[config.mk]
export PLATFORM = sky130hd
export DESIGN_NAME = child_rr_arbiter_flat
export DESIGN_NICKNAME = d
export VERILOG_FILES = /design/src/rtl/child_rr_arbiter_if.sv /design/src/rtl/child_rr_arbiter.sv /design/src/flat_wrapper.sv
export SDC_FILE = /design/constraint.sdc
export NUM_CORES = 1
export LEC_CHECK = 0
export CAP_MARGIN = 20
export CORE_AREA = 4 4 82 84
export CTS_CLUSTER_DIAMETER = 150
export DETAILED_ROUTE_END_ITERATION = 8
export DIE_AREA = 0 0 86 88
export SYNTH_ARGS = -nofsm -noshare
export SYNTH_HDL_FRONTEND = slang
export SYNTH_SLANG_ARGS = --single-unit
[constraint.sdc]
create_clock -name clk -period 3.45 [get_ports clk]
set_input_delay 0.69 -clock clk [delete_from_list [all_inputs] [get_ports clk]]
set_output_delay 0.69 -clock clk [all_outputs]
set_load 0.02 [all_outputs]
[src/rtl/child_rr_arbiter_if.sv]
// rtl/child_rr_arbiter_if.sv - request/grant bundle between child instances and the arbiter
interface child_rr_arbiter_if #(
  parameter int NUM_REQ = 5
);
  localparam int IDW = (NUM_REQ > 1) ? $clog2(NUM_REQ) : 1;

  logic [NUM_REQ-1:0] req;
  logic [NUM_REQ-1:0] done;
  logic [NUM_REQ-1:0] gnt;
  logic [IDW-1:0]     gnt_id;
  logic               busy;
  logic               timeout_err;

  modport master (output req, done, input gnt, gnt_id, busy, timeout_err);
  modport slave  (input req, done, output gnt, gnt_id, busy, timeout_err);
endinterface

[src/rtl/child_rr_arbiter.sv]
// rtl/child_rr_arbiter.sv - round-robin arbiter granting one child at a time
// Optional grant watchdog built when ARB_TIMEOUT_EN is defined.
module child_rr_arbiter #(
  parameter int NUM_REQ = 5,
  parameter int TIMEOUT = 16
) (
  input  logic               clk,
  input  logic               rst,
  child_rr_arbiter_if.slave  bus
);
  localparam int IDW = (NUM_REQ > 1) ? $clog2(NUM_REQ) : 1;

  if (NUM_REQ < 2 || NUM_REQ > 8 || TIMEOUT < 2 || TIMEOUT > 255) begin : g_bad_param
    $error("child_rr_arbiter: parameter out of range");
  end

  typedef enum logic {IDLE, GRANT} state_t;

  state_t             r_state, w_state_nxt;
  logic [NUM_REQ-1:0] r_gnt, w_gnt_nxt;
  logic [IDW-1:0]     r_gnt_id, w_gnt_id_nxt;
  logic [IDW-1:0]     r_ptr, w_ptr_nxt;
  logic               r_armed;
  logic               w_found;
  logic [IDW-1:0]     w_winner;
  logic               w_release;
  logic               w_timeout;

  function automatic logic [IDW-1:0] wrap_idx(input int v);
    return (v >= NUM_REQ) ? IDW'(v - NUM_REQ) : IDW'(v);
  endfunction

  // Search upward from ptr+1 so the last owner ends up with lowest priority.
  always_comb begin
    w_found  = 1'b0;
    w_winner = '0;
    for (int off = 1; off <= NUM_REQ; off++) begin
      if (!w_found && bus.req[wrap_idx(int'(r_ptr) + off)]) begin
        w_found  = 1'b1;
        w_winner = wrap_idx(int'(r_ptr) + off);
      end
    end
  end

  assign w_release = bus.done[r_gnt_id] | ~bus.req[r_gnt_id];

`ifdef ARB_TIMEOUT_EN
  logic [7:0] r_hold_cnt;
  logic       r_timeout_err;

  // done/abandon win over the watchdog, so a coinciding release raises no error.
  assign w_timeout = (r_state == GRANT) && !w_release && (r_hold_cnt == 8'(TIMEOUT - 1));

  always_ff @(posedge clk or posedge rst) begin
    if (rst) begin
      r_hold_cnt    <= '0;
      r_timeout_err <= 1'b0;
    end else begin
      r_timeout_err <= w_timeout;
      if (r_state == IDLE) r_hold_cnt <= '0;
      else                 r_hold_cnt <= r_hold_cnt + 8'd1;
    end
  end

  assign bus.timeout_err = r_timeout_err;
`else
  assign w_timeout       = 1'b0;
  assign bus.timeout_err = 1'b0;
`endif

  always_comb begin
    w_state_nxt  = r_state;
    w_gnt_nxt    = r_gnt;
    w_gnt_id_nxt = r_gnt_id;
    w_ptr_nxt    = r_ptr;
    case (r_state)
      IDLE: begin
        if (r_armed && w_found) begin
          w_state_nxt           = GRANT;
          w_gnt_nxt             = '0;
          w_gnt_nxt[w_winner]   = 1'b1;
          w_gnt_id_nxt          = w_winner;
        end
      end
      GRANT: begin
        if (w_release || w_timeout) begin
          w_state_nxt = IDLE;
          w_gnt_nxt   = '0;
          w_ptr_nxt   = r_gnt_id;
        end
      end
      default: begin
        w_state_nxt = IDLE;
        w_gnt_nxt   = '0;
      end
    endcase
  end

  // r_armed holds off arbitration for the first edge after reset release.
  always_ff @(posedge clk or posedge rst) begin
    if (rst) begin
      r_state  <= IDLE;
      r_gnt    <= '0;
      r_gnt_id <= '0;
      r_ptr    <= IDW'(NUM_REQ - 1);
      r_armed  <= 1'b0;
    end else begin
      r_state  <= w_state_nxt;
      r_gnt    <= w_gnt_nxt;
      r_gnt_id <= w_gnt_id_nxt;
      r_ptr    <= w_ptr_nxt;
      r_armed  <= 1'b1;
    end
  end

  assign bus.gnt    = r_gnt;
  assign bus.gnt_id = r_gnt_id;
  assign bus.busy   = (r_state == GRANT);
endmodule
[src/flat_wrapper.sv]
// flat-port wrapper written by rule: the top's interface ports become plain ports
module child_rr_arbiter_flat 
#(
  parameter int NUM_REQ = 5,
  parameter int TIMEOUT = 16
)
  (clk, rst, bus_req, bus_done, bus_gnt, bus_gnt_id, bus_busy, bus_timeout_err);
  child_rr_arbiter_if #(.NUM_REQ(NUM_REQ)) bus_i ();
  input  logic clk;
  input  logic rst;
  input wire logic [$bits(bus_i.req)-1:0] bus_req;
  input wire logic [$bits(bus_i.done)-1:0] bus_done;
  output wire logic [$bits(bus_i.gnt)-1:0] bus_gnt;
  output wire logic [$bits(bus_i.gnt_id)-1:0] bus_gnt_id;
  output wire logic [$bits(bus_i.busy)-1:0] bus_busy;
  output wire logic [$bits(bus_i.timeout_err)-1:0] bus_timeout_err;
  assign bus_i.req = bus_req;
  assign bus_i.done = bus_done;
  assign bus_gnt = bus_i.gnt;
  assign bus_gnt_id = bus_i.gnt_id;
  assign bus_busy = bus_i.busy;
  assign bus_timeout_err = bus_i.timeout_err;
  child_rr_arbiter #(.NUM_REQ(NUM_REQ), .TIMEOUT(TIMEOUT)) u_core (.clk(clk), .rst(rst), .bus(bus_i));
endmodule
# == After elaboration in Yosys (flattened, before gate mapping) ==
# Index checks and enable logic that the tools add are counted.
# op_classes
n_bitwise,3
mul,0
shifts,0
n_reduce_logical,13
n_div,0
mux,37
magnitude_cmp,13
addsub,10
n_eq_ne,2
# op_table
operator,count
$mux 3,10
$lt 3x4->1 const B,7
$bmux 1 s3,7
$ge 4x3->1 const B,5
$mux 1,15
$sub 3x3->3 const B,5
$mux 5,2
$pmux 5 s2,1
$add 3x2->4 const B,2
$add 3x3->4 const B,2
$logic_and 1x1->1,6
$reduce_and 2->1,3
$add 3x1->4 const B,1
$logic_not 1->1,4
$demux 1 s3,1
$ge 3x1->1 const B,1
$ne 2x1->1 const B,1
$ne 2x2->1 const B,1
$not 1->1,2
$pmux 1 s2,1
$or 1x1->1,1
# totals
latch_bits,0
regBits,13
output_inout_bits,10
mem_count,0
mem_bits_ro,0
mem_bits_rw,0

# == Logic depth before layout (Yosys ltp) ==
# Gate-level depths: netlist (run 1).
# depth
word_depth,24
mapped_depth,15
depth_no_buf,12

# == Least setup slack after synthesis (run 1) ==
# No wires, ideal clock.
# synth_path
path_kind,register -> register
startpoint,register u_core.r_ptr[0]
endpoint,register u_core.r_gnt[2] (netlist: u_core.bus.gnt[2])
arrival_ns,3.476
path_slack_ns,-0.148
synth_period_minus_slack_ns,3.598
required_ns,3.328
path_stages_with_launch,15
cell_sequence,dfrtp_1 > buf_2 > buf_4 > buf_4 > inv_1 > ha_1 > buf_2 > mux4_2 > a32o_2 > a211oi_4 > o21ai_2 > a211oi_4 > nand2_2 > o22a_1 > a32o_1
# synth_between
elab_chain_cells,24
# synth_rtl
item,line_no,text
from (decl),child_rr_arbiter.sv:22,"logic [IDW-1:0] r_ptr, w_ptr_nxt;"
from (signal assigned),child_rr_arbiter.sv:105,r_ptr <= IDW'(NUM_REQ - 1);
from (signal assigned),child_rr_arbiter.sv:111,r_ptr <= w_ptr_nxt;
$add 3x1->4,"child_rr_arbiter.sv:38, child_rr_arbiter.sv:40",
$ge 4x3->1 or $sub 3x3->3 (tied branches),child_rr_arbiter.sv:30,return (v >= NUM_REQ) ? IDW'(v - NUM_REQ) : IDW'(v);
$mux 3,child_rr_arbiter.sv:30,
$bmux 1 s3,child_rr_arbiter.sv:38,if (!w_found && bus.req[wrap_idx(int'(r_ptr) + off)]) begin
$mux 1 (not written as such),child_rr_arbiter.sv:38,
$mux 1,child_rr_arbiter.sv:38,
$logic_not 1->1,child_rr_arbiter.sv:38,
$logic_and 1x1->1,child_rr_arbiter.sv:38,
[... 8 more ...],--,
$logic_and 1x1->1,child_rr_arbiter.sv:38,
$mux 3,child_rr_arbiter.sv:38,
$lt 3x4->1 (not written as such) or $ge 3x1->1 (tied branches),child_rr_arbiter.sv:81,w_gnt_nxt[w_winner] = 1'b1;
$logic_and 1x1->1 (not written as such),child_rr_arbiter.sv:81,
$mux 1 (not written as such),child_rr_arbiter.sv:81,
$demux 1 s3,--,
$mux 5,child_rr_arbiter.sv:78,if (r_armed && w_found) begin
$pmux 5 s2,child_rr_arbiter.sv:76,case (r_state)
to (signal assigned),child_rr_arbiter.sv:109,r_gnt <= w_gnt_nxt;
to (decl),child_rr_arbiter.sv:20,"logic [NUM_REQ-1:0] r_gnt, w_gnt_nxt;"
# Parallel ways exist; a longest one is shown, timed or not. The select of a mux whose other input is x is not followed.
# A chain may end at the register's enable or synchronous reset.

# == Worst setup path after layout (run 1) ==
# layout_path
startpoint,register u_core.r_ptr[2]
endpoint,register u_core.r_gnt[2] (netlist: u_core.bus.gnt[2])
# The elaborated chain is that of the path after synthesis.

==> results of run 1 <==
-- worst max-delay path, delay by kind of cell (launching register included) --
| kind | cells | cell delay [ns] |
|---|---|---|
| AO/OA/AOI/OAI | 7 | 1.74 |
| AND/OR/NAND/NOR | 1 | 0.12 |
| flip-flops | 1 | 0.67 |
| buffers and inverters | 1 | 0.20 |
| adder cells (fa/ha/maj) | 1 | 0.40 |
-- flip-flops by register name, indices dropped and copies added (netlist names) --
| register | cells |
|---|---|
| u_core.bus.gnt | 5 |
| u_core.r_armed | 1 |
| u_core.bus.busy | 1 |
| u_core.bus.gnt_id | 3 |
| u_core.r_ptr | 3 |
-- final cells by class --
type | instances | area (sq um) | area share, %
multi-input combinational | 171 | 1300 | 60.5
tap | 75 | 93.8 | 4.36
sequential | 13 | 328 | 15.2
timing repair buffer | 37 | 328 | 15.2
inverter | 15 | 56.3 | 2.61
clock buffer | 4 | 45.0 | 2.09
-- final timing paths --
path / end / cells after the start / startpoint
worst max-delay path: u_core.bus.gnt[2] / 10 / u_core.r_ptr[2]
worst min-delay path: u_core.bus.gnt[4] / 1 / u_core.bus.gnt[4]
worst max register to register: u_core.bus.gnt[2] / 10 / u_core.r_ptr[2]
worst min register to register: u_core.bus.gnt[4] / 1 / u_core.bus.gnt[4]
max in group asynchronous: u_core.r_ptr[1] / 2 / rst
min in group asynchronous: u_core.r_ptr[0] / 2 / rst
-- layout by cell type (no fill, tap or decap), drive strengths merged, types with 3 or more instances in the layout --
cell	count
nor3b	4
nor2b	7
o21ai	12
inv	15
nand2b	9
a32o	3
a31oi	5
buf	17
nor2	15
dfrtp	12
a211oi	10
mux2	5
o211ai	3
o21a	5
nand3	5
clkbuf	4
a21o	3
clkdlybuf4s50	20
ha	9
xnor2	3
a21oi	13
o31ai	3
mux2i	5
nor4b	3
nand2	12
-- routing by layer --
metal	track usage, %	vias up	wire, um	part of all wire [%]
li1	-	846	-	-
met1	19.0	847	2490	51
met2	21.3	41	2160	44
met3	1.41	13	162	3.3
met4	5.18	0	82	1.7
met5	0	-	0	0
-- what timing repair did --
action | CTS | global route
setup endpoints to repair | 0 | 6
resized for setup | 0 | 4
hold buffers | 0 | 0
-- cell families after synthesis --
group / count (synthesis) / share of synthesized area (%)
and+or+nand+nor: 67 / 21.6
xor gates and xnor gates: 4 / 2.01
muxes: 12 / 8.67
AOI/OAI and AO/OA: 76 / 33.6
other: 2 / 0.430
adders and majority gates: 10 / 7.59
DFF: 13 / 18.7
buffers and inverters: 29 / 7.45
-- through the flow --
stage | util (%) | setup WS (ns) | cell area (sq um) | std cells | hold WS, ns
2_1_floorplan | - | 0.00356 | 1760 | 213 | 0.482
3_3_place_gp | 35.4 | 0.123 | 2090 | 311 | 0.480
3_5_place_dp | 35.4 | 0.0485 | 2090 | 311 | 0.475
4_1_cts | 36.1 | 0.0179 | 2140 | 315 | 0.499
5_1_grt | 36.4 | 0.0218 | 2150 | 315 | 0.529
6_report | 36.4 | 0.217 | 2150 | 315 | 0.496
==> impl_metrics.env, run 1 <==
export IMPL_nFillCells=634
export IMPL_async_flop_share_pct=100
export IMPL_crit_fanout=13
export IMPL_critPathMostFrequentCell="a211oi_4"
export IMPL_cts_buffer_depth=2
export IMPL_r2r_slack_ns=0.22
export IMPL_nNetsFinal=263
export IMPL_wl_per_cell_um=15.6
export IMPL_chipWidth_um=86
export IMPL_yosys_area_top_type="dfrtp_1"
export IMPL_placementRows=28
export IMPL_drc=0
export IMPL_ios=22
export IMPL_slew_headroom_pct=64.8
export IMPL_grt_pass1_vias=1674
export IMPL_htreeDepth=1
export IMPL_finalClockSkew_ns=0.00242
export IMPL_antenna_left=0
export IMPL_numPortBuffers=20
export IMPL_finalMaxSlewViolations=0
export IMPL_final_min_clock_period_ns=3.23
export IMPL_drive_gt1_share_pct=17.5
export IMPL_wirelength_um=4900
export IMPL_status="finished, final reports clean"
export IMPL_yosys_warnings=0
export IMPL_tns_ns=0
export IMPL_crit_chain="inv_1 -> ha_1 -> a21o_1 -> a32o_2 -> a211oi_4 -> o21ai_2 -> a211oi_4 -> nand2_2 -> o22a_1 -> a32o_1"
export IMPL_antenna_cells=0
export IMPL_synth_top_area_share_pct=17.2
export IMPL_dieArea_sq_um=7570
export IMPL_root_buffer="clkbuf_8"
export IMPL_setup_violations=0
export IMPL_clk_latency_ns=0.24
export IMPL_cts_tree="built"
export IMPL_cts_setup_buffers=0
export IMPL_hold_class="register to register"
export IMPL_synth_avg_cell_area_sq_um=8.20
export IMPL_arrival_ns=3.36
export IMPL_synthTopCellsByCount="15 x inv_1, 15 x nor2_1, 13 x a21oi_1"
export IMPL_vias=1747
export IMPL_grt_pass1_wl_um=8220
export IMPL_final_hold_viol_count=0
export IMPL_worstMarginPinSlew_ns=0.528
export IMPL_clk_pin_slew_worst_paths_ns=0.05
export IMPL_via_per_inst=5.55
export IMPL_syn_area_sq_um=1750
export IMPL_antenna_found_initial=0
export IMPL_ys_seq_elements=13
export IMPL_fmax_mhz=309
export IMPL_grt_max_degree=22
export IMPL_rsz0062_at_grt="no"
export IMPL_fin_crit_sh_pct=93.7
export IMPL_critical_path_slowest_cell="dfstp_2"
export IMPL_critical_path_class="register to register"
export IMPL_cp_start_kind="register"
export IMPL_required_ns=3.58
export IMPL_initial_core_util_pct=29.5
export IMPL_globalplace_congestion=0.863
export IMPL_drt_first_pass_iters=4
export IMPL_synth_enable_flop_cells=0
export IMPL_first_iter_violations=94
export IMPL_syn_to_final_growth_pct=23.4
export IMPL_core_sq_um=5920
export IMPL_overflow=0
export IMPL_die_h_um=88
export IMPL_yosysUniqueCellTypes=65
export IMPL_critPathMaxStageDelay_ns=0.67
export IMPL_gr_usage_all_layers_pct=13.5
export IMPL_synthTopCellsByArea="dfrtp_1 17%, ha_1 6.4%, a21oi_1 3.7%"
export IMPL_cap_violations=0
export IMPL_dp_hpwl_um=3930
export IMPL_cts_buffers=3
export IMPL_synth_nets=235
export IMPL_cts_num_sinks=13
export IMPL_crit_path_end_kind="register"
export IMPL_yosysSeqAreaShare_pct=18.7
export IMPL_ys_flop_type="dfrtp_1"
export IMPL_synth_cells=213
Power of run 1 is left out: the tool's default activity adds up to more than one toggle a clock period on the data nets, which glitch-free logic cannot reach.
==> run 2, diff against run 1 <==
Settings changed: GPL_TIMING_DRIVEN set to 0.
==> run 2 against run 1 <==
  * Final cell count is 4.1% higher
  * Largest cell class unchanged
  * Worst setup slack worse by 0.089 ns
  * Via count is 5.0% higher
  * Core utilization is 3.1 points higher
  * Critical path type unchanged
  * Critical endpoint is now u_core.bus.gnt[3]
  * Count of clock-buffer cells in the layout stayed put
  * Die area stayed put
  * First-iteration DRC count is 24% higher
  * Fmax is 2.7% lower
  * Critical path depth is 2 higher
  * Design area is 8.4% higher
  * Non-clock buffer count is 13 higher
  * Wire length is 11% higher
==> impl_metrics.env, run 2 (synthesized netlist as in run 1, its figures left out) <==
export IMPL_status="finished, final reports clean"
export IMPL_finalMaxSlewViolations=0
export IMPL_first_iter_violations=117
export IMPL_wirelength_um=5420
export IMPL_cts_buffer_depth=2
export IMPL_syn_to_final_growth_pct=33.7
export IMPL_final_cells=328
export IMPL_die_h_um=88
export IMPL_dp_hpwl_um=3840
export IMPL_worstMarginPinSlew_ns=0.510
export IMPL_setup_slack_ns=0.128
export IMPL_clk_latency_ns=0.24
export IMPL_grt_pass1_wl_um=8780
export IMPL_nNetsFinal=276
export IMPL_slew_headroom_pct=65.9
export IMPL_vias=1834
export IMPL_finalClockSkew_ns=0.00412
export IMPL_final_cell_mix="22 x buf_4, 18 x clkdlybuf4s50_1, 14 x nor2_1"
export IMPL_grt_pass1_vias=1733
export IMPL_drive_gt1_share_pct=26.9
export IMPL_final_hold_viol_count=0
export IMPL_clk_pin_slew_worst_paths_ns=0.06
export IMPL_dp_cells=306
export IMPL_placementRows=28
export IMPL_crit_fanout=10
export IMPL_place_area_sq_um=2030
export IMPL_final_common_cell="buf_4"
export IMPL_chipWidth_um=86
export IMPL_antenna_cells=0
export IMPL_cp_start_kind="register"
export IMPL_initial_core_util_pct=29.5
export IMPL_overflow=0
export IMPL_setup_violations=0
export IMPL_crit_path_end_kind="register"
export IMPL_final_min_clock_period_ns=3.32
export IMPL_hold_class="register to register"
export IMPL_htreeDepth=1
export IMPL_largest_reg_flops=5
export IMPL_globalplace_congestion=0.841
export IMPL_fin_crit_sh_pct=96.3
export IMPL_cts_num_sinks=13
export IMPL_gr_usage_all_layers_pct=14.3
export IMPL_ios=22
export IMPL_core_sq_um=5920
export IMPL_antenna_left=0
export IMPL_dp_slack_ns=-0.568
export IMPL_fin_area_sq_um=2340
export IMPL_critical_path_class="register to register"
export IMPL_root_buffer="clkbuf_8"
export IMPL_cts_buffers=3
export IMPL_antenna_found_initial=0
export IMPL_whs_ns=0.481
export IMPL_cap_violations=0
export IMPL_drc=0
export IMPL_rsz0062_at_grt="no"
export IMPL_required_ns=3.57
export IMPL_wl_per_cell_um=16.5
export IMPL_fmax_mhz=301
export IMPL_arrival_ns=3.45
export IMPL_cts_tree="built"
export IMPL_via_per_inst=5.59
export IMPL_dieArea_sq_um=7570
export IMPL_numPortBuffers=18
export IMPL_drt_first_pass_iters=4
export IMPL_grt_max_degree=14
## run 2: area by class of cell
| type | instances | area [sq um] |
|---|---|---|
| inverter | 15 | 67.6 |
| buffer | 10 | 62.6 |
| fill | 606 | 3580 |
| clock buffer | 4 | 45.0 |
| sequential | 13 | 329 |
| timing repair buffer | 40 | 353 |
| multi-input combinational | 171 | 1390 |
| tap | 75 | 93.8 |
## run 2: critical path, cell delays in order (launching register included)
cell        delay [ns]
dfstp_2           0.58
clkbuf_4          0.22
clkinvlp_4        0.17
ha_1              0.39
a21o_1            0.24
a32o_2            0.31
a211oi_4          0.24
o21ai_2           0.11
a211oi_4          0.25
buf_6             0.16
o21a_1            0.15
o22ai_2           0.08
a32o_1            0.28
## run 2: what timing repair did
item | 4_1_cts | 5_1_grt
endpoints found under the setup margin | 9 | 8
pin swaps | 5 | 7
buffers inserted | 11 | 11
hold buffers | 0 | 0
gates resized for setup | 13 | 17
gates cloned | 0 | 0
## run 2: stage by stage
step	TNS, ns	utilization (%)
2_1_floorplan	0	-
5_1_grt	0	39.5
6_report	0	39.5
4_1_cts	0	37.3
3_3_place_gp	-3.80	34.3
3_5_place_dp	-4.11	34.3
## run 2: final timing paths
kind	slack (ns)	startpoint	endpoint	depth (start not counted)
worst max-delay path	0.13	u_core.r_ptr[2]	u_core.bus.gnt[3]	12
worst min-delay path	0.48	u_core.bus.gnt[4]	u_core.bus.gnt[4]	1
worst max register to register	0.13	u_core.r_ptr[2]	u_core.bus.gnt[3]	12
worst min register to register	0.48	u_core.bus.gnt[4]	u_core.bus.gnt[4]	1
max in group asynchronous	2.34	rst	u_core.r_ptr[0]	2
min in group asynchronous	0.76	rst	u_core.r_ptr[1]	2
## run 2: layer usage
metal | global-route usage [%] | wire, um | up-vias
met5 | 0 | 0 | -
met4 | 4.03 | 61 | 0
met3 | 1.41 | 390 | 6
met2 | 23.4 | 2520 | 69
met1 | 20.0 | 2440 | 887
li1 | - | - | 872
Power of run 2 is left out for the same reason.
